## src/rtl/hazard_pkg.sv

```systemverilog
// Shared types and constants for the pipeline hazard/sequencing controller.
package hazard_pkg;

    typedef enum logic [1:0] {
        RUN   = 2'd0,
        FLUSH = 2'd1,
        IWAIT = 2'd2
    } state_t;

    localparam logic [31:0] NOP      = 32'h0000_0000;
    localparam logic [4:0]  REG_ZERO = 5'd0;
    localparam int          PEN_W    = 4;

endpackage

```

## src/rtl/hazard_ctrl_sat_counter.sv

```systemverilog
// Saturating up-counter: holds at all-ones instead of wrapping.
module sat_counter #(
    parameter int W = 16
) (
    input  logic         clk,
    input  logic         rst,
    input  logic         en,
    output logic [W-1:0] count
);

    always_ff @(posedge clk or negedge rst) begin
        if (!rst) begin
            count <= '0;
        end else if (en && (count != {W{1'b1}})) begin
            count <= count + W'(1);
        end
    end

endmodule

```

## src/rtl/hazard_ctrl.sv

```systemverilog
// Pipeline sequencing controller: load-use stalls, taken-branch flush penalty,
// instruction-memory wait states, plus stall/flush performance counters.
module hazard_ctrl
    import hazard_pkg::*;
#(
    parameter int BRANCH_PENALTY = 1,
    parameter int CNT_W          = 16
) (
    input  logic             clk,
    input  logic             rst,
    input  logic [4:0]       id_rs,
    input  logic [4:0]       id_rt,
    input  logic             id_uses_rt,
    input  logic             ex_mem_read,
    input  logic [4:0]       ex_rt,
    input  logic             branch_taken,
    input  logic             imem_ready,
    output logic             pc_write,
    output logic             ifid_write,
    output logic             ifid_flush,
    output logic             idex_bubble,
    output logic [CNT_W-1:0] stall_cnt,
    output logic [CNT_W-1:0] flush_cnt
);

    localparam logic [PEN_W-1:0] PEN_INIT = PEN_W'(BRANCH_PENALTY - 1);

    state_t           state_reg, state_next;
    logic [PEN_W-1:0] pen_reg, pen_next;
    logic             load_use;
    logic             stall_en, flush_en;

    assign load_use = ex_mem_read && (ex_rt != REG_ZERO) &&
                      ((ex_rt == id_rs) || (id_uses_rt && (ex_rt == id_rt)));

    always_ff @(posedge clk or negedge rst) begin
        if (!rst) begin
            state_reg <= RUN;
            pen_reg   <= '0;
        end else begin
            state_reg <= state_next;
            pen_reg   <= pen_next;
        end
    end

    always_comb begin
        state_next = state_reg;
        pen_next   = pen_reg;
        case (state_reg)
            RUN: begin
                if (branch_taken) begin
                    // A redirect that misses imem waits it out; no penalty is owed afterwards.
                    if (!imem_ready) begin
                        state_next = IWAIT;
                    end else if (BRANCH_PENALTY > 1) begin
                        state_next = FLUSH;
                        pen_next   = PEN_INIT;
                    end
                end else if (!imem_ready) begin
                    state_next = IWAIT;
                end
            end
            FLUSH: begin
                if (imem_ready) begin
                    pen_next = pen_reg - PEN_W'(1);
                    if (pen_reg == PEN_W'(1)) begin
                        state_next = RUN;
                    end
                end
            end
            IWAIT: begin
                if (imem_ready) begin
                    state_next = RUN;
                end
            end
            default: begin
                state_next = RUN;
                pen_next   = '0;
            end
        endcase
    end

    always_comb begin
        pc_write    = 1'b1;
        ifid_write  = 1'b1;
        ifid_flush  = 1'b0;
        idex_bubble = 1'b0;
        if (!rst) begin
            pc_write    = 1'b0;
            ifid_write  = 1'b0;
            ifid_flush  = 1'b1;
            idex_bubble = 1'b1;
        end else begin
            case (state_reg)
                RUN: begin
                    if (branch_taken) begin
                        ifid_flush = 1'b1;
                    end else if (load_use) begin
                        pc_write    = 1'b0;
                        ifid_write  = 1'b0;
                        idex_bubble = 1'b1;
                    end else if (!imem_ready) begin
                        pc_write   = 1'b0;
                        ifid_flush = 1'b1;
                    end
                end
                FLUSH: begin
                    pc_write   = imem_ready;
                    ifid_flush = 1'b1;
                end
                IWAIT: begin
                    if (!imem_ready) begin
                        pc_write   = 1'b0;
                        ifid_flush = 1'b1;
                    end
                end
                default: begin
                    pc_write = 1'b1;
                end
            endcase
        end
    end

    assign stall_en = rst && !pc_write;
    assign flush_en = rst && ifid_flush;

    sat_counter #(.W(CNT_W)) u_stall_cnt (
        .clk   (clk),
        .rst   (rst),
        .en    (stall_en),
        .count (stall_cnt)
    );

    sat_counter #(.W(CNT_W)) u_flush_cnt (
        .clk   (clk),
        .rst   (rst),
        .en    (flush_en),
        .count (flush_cnt)
    );

endmodule

```

## config.mk

```make
export PLATFORM = sky130hd
export DESIGN_NAME = hazard_ctrl
export DESIGN_NICKNAME = d
export VERILOG_FILES = /design/src/rtl/hazard_pkg.sv /design/src/rtl/hazard_ctrl_sat_counter.sv /design/src/rtl/hazard_ctrl.sv
export SDC_FILE = /design/constraint.sdc
export NUM_CORES = 1
export LEC_CHECK = 0
export BUFFER_PORTS_ARGS = -buffer_cell sky130_fd_sc_hd__buf_2
export CAP_MARGIN = 10
export CORE_MARGIN = 1.5
export CORE_UTILIZATION = 50
export CTS_CLUSTER_DIAMETER = 150
export DETAILED_ROUTE_END_ITERATION = 8
export GPL_TIMING_DRIVEN = 0
export PLACE_DENSITY = 0.77
export RECOVER_POWER = 50
export SLEW_MARGIN = 20
export SYNTH_ARGS = -nofsm -noshare
export SYNTH_HDL_FRONTEND = slang
export SYNTH_HIERARCHICAL = 1
export SYNTH_SLANG_ARGS = --single-unit
```

## constraint.sdc

```tcl
create_clock -name clk -period 3 [get_ports clk]
set_clock_uncertainty 0.05 [all_clocks]
set_input_delay 0.15 -clock clk [delete_from_list [all_inputs] [get_ports clk]]
set_output_delay 0.15 -clock clk [all_outputs]
set_load 0.005 [all_outputs]
```

==> results.cfg <==
[yosys]
ys_ff_latch = 33
synth_nets = 200
yosysMostFrequentCell = dfrtp_1
ys_types = 38
seq_area_frac_synth = 0.420
synth_ff_type = dfrtp_1
yosys-top-cells-area = dfrtp_1, xnor2_1, nand4_1
yosysTopAreaCell = dfrtp_1
yosys-top-cells-count = dfrtp_1, xnor2_1, nand4_1, nand3_1
yosysTopAreaCellShare = 0.420
synth_edf_count = 0
yosys_warnings = 6
syn_area_um2 = 1970
synth_cells = 177
ys_async_sr_fraction = 1.00
syn_area_per_cell_um2 = 11.1

[floorplanning]
row_count = 22
die_x_um = 65.7
fp.dieArea_um2 = 4320
core_area_um2 = 3720
io_pins = 57
fp.dieH_um = 65.7
start_util = 0.529

[sta]
setup_violations = 0
tightest_slew_ps = 1800
drv_slew = 34
fmax_mhz = 402
fin_crit_ps = 2490
hold_viol = 0
rsz0062_at_grt = no
fin_setup_tns_ps = 0
period_share = 0.829
slew_headroom = -0.199

[setup_path]
crit_top_cell = a31oi_1
cpPeakStageDelay_ps = 520
crit_path_end_kind = register
critPathArrivalTime_ps = 2640
r2r_end = u_stall_cnt/count[7]$_DFFE_PN0P_
startpoint_type = primary input
timing.rr.start = state_reg[1]$_DFFE_PN0P_
crit_path_max_fanout = 6
cp_data_required_time_ps = 3150
reg2reg_depth = 8
slowest_stage = dlygate4sd3_1
r2r_slack_ps = 670
path_cells = dlygate4sd3_1, clkbuf_1, nand2b_1, or2_2, o22ai_1, and3_1, and4_2, a31oi_1, a31oi_1
setup.worst_path.class = primary input to register

[clock_tree]
numCtsBuffers = 5
clockBufferDepth = 2
cts-root-buf = clkbuf_8
cts_num_sinks = 33
cts_tree = built
clk_pin_slew_worst_paths_ps = 70
htree_levels = 2
insertion_delay_ps = 290
ctsResizeCount = 0

[global_routing]
grtUsageTotal = 0.221
antenna_found_initial = 0
grt_overflow = 0
grt.met3_usage = 0.0634
grt_max_degree = 34
grt_pass1_vias = 1578
met1_usage = 0.276
gr-usage-met2 = 0.357
grt_first_pass_wirelength_mm = 7.20
busiest_layer = met2

[cells_and_area]
seq_area_um2 = 826
nets = 266
layout.cells.non_filler = 291
multi_input_area_um2 = 1140
layout-drive-gt1-share = 0.313
area_growth_syn_to_layout_pct = 22.3
fill_cells = 330
n_antenna_cell = 0

[routing]
vias = 1694
route.detailed.drc = 0
post_drt_wl_per_cell_um = 15.2
ant_nets = 0
drt_iter0_drc = 83
viasPerCell = 5.82
firstDrtPassIters = 4
finalWirelength_mm = 4.43

[run]
maxCapViolCount = 1

[power_and_ir_drop]
p_total_mw = 1.26
powerDensity_nw_per_um2 = 526
ir_worst_vdd_mv = 0.464
leakage_nw = 1.09

[min_path]
hold_end = u_stall_cnt/count[15]$_DFFE_PN0P_
hold_path_class = register to register
holdPathStages = 1
min_from = u_stall_cnt/count[15]$_DFFE_PN0P_

[placement]
place_hpwl_mm = 3.15
dp_cells = 281
place_congestion = 0.814
port_buffers = 56

[outcome]
failed_checks = max-capacitance violations, max-slew violations
status = finished with violations
-- per-stage QoR --
stage	worst slack [ps]	instance area, um2	util	hold slack, ps
floorplan	869	1970	-	-196
finish	513	2400	0.647	474
detailed placement	243	2310	0.621	232
global route	350	2400	0.647	496
CTS	612	2430	0.655	389
global placement	287	2310	0.621	224
-- layer usage --
metal,wire length [um],share of wire,vias up
li1,-,-,826
met1,1980,0.45,814
met2,2150,0.48,50
met3,237,0.053,4
met4,65,0.015,0
met5,0,0,-
-- area by class of cell --
cell class,count,area share
inverter,1,0.00156
tap,48,0.0250
sequential,33,0.343
clock buffer,7,0.0359
timing repair buffer,59,0.122
multi-input combinational,143,0.472
-- cells in the final DEF (no fill, tap or decap), drive strengths merged --
cell type	count
o21a	10
a21boi	1
mux2	2
nand2	10
nand4	21
or4	1
clkbuf	17
a32oi	2
o21ai	5
inv	1
o211ai	2
buf	47
o22ai	2
ha	2
o22a	2
dfrtp	33
nand3	13
nand2b	1
o31ai	3
a21oi	8
xor2	4
and4b	2
dlygate4sd3	2
a31oi	6
and3	4
nor3	2
nor4	4
nor2b	2
xnor2	20
or2	1
and4	6
nor2	7
-- cell families (layout without fill, tap and decap cells) --
logic type / Yosys count / count (layout) / share of synthesized area
and+or+nand+nor: 74 / 74 / 0.293
adders and majority gates: 2 / 2 / 0.0127
DFF: 33 / 33 / 0.420
buffers and inverters: 1 / 67 / 0.00191
AOI/OAI and AO/OA: 41 / 41 / 0.154
muxes: 2 / 2 / 0.0115
xor gates and xnor gates: 24 / 24 / 0.107
-- power by group --
group	total, mW	switching, mW	internal (mW)	leakage [nW]
Clock	0.338	0.156	0.182	0.0443
Sequential	0.637	0.120	0.517	0.441
Combinational	0.289	0.150	0.139	0.604
-- what timing repair did --
| item | CTS | global route |
|---|---|---|
| setup buffers | 0 | 0 |
| endpoints found under the hold margin | 34 | 0 |
| hold buffers | 3 | 0 |
-- worst max-delay path: cells and delay by family --
family                 cells  cell delay, ps
AO/OA/AOI/OAI              3             670
AND/OR/NAND/NOR            4            1050
buffers and inverters      2             770
-- worst max path at each step --
stage	slack (ps)	start	end	cells past startpoint
2_1_floorplan	870	ex_rt[1]	u_flush_cnt/count[5]$_DFFE_PN0P_	8
6_report	510	rst	u_stall_cnt/count[7]$_DFFE_PN0P_	9
3_3_place_gp	290	rst	u_stall_cnt/count[10]$_DFFE_PN0P_	8
4_1_cts	610	rst	u_stall_cnt/count[7]$_DFFE_PN0P_	9
3_5_place_dp	240	rst	u_stall_cnt/count[7]$_DFFE_PN0P_	8
5_1_grt	350	rst	u_stall_cnt/count[7]$_DFFE_PN0P_	3
(Power assumes the default switching activity.)
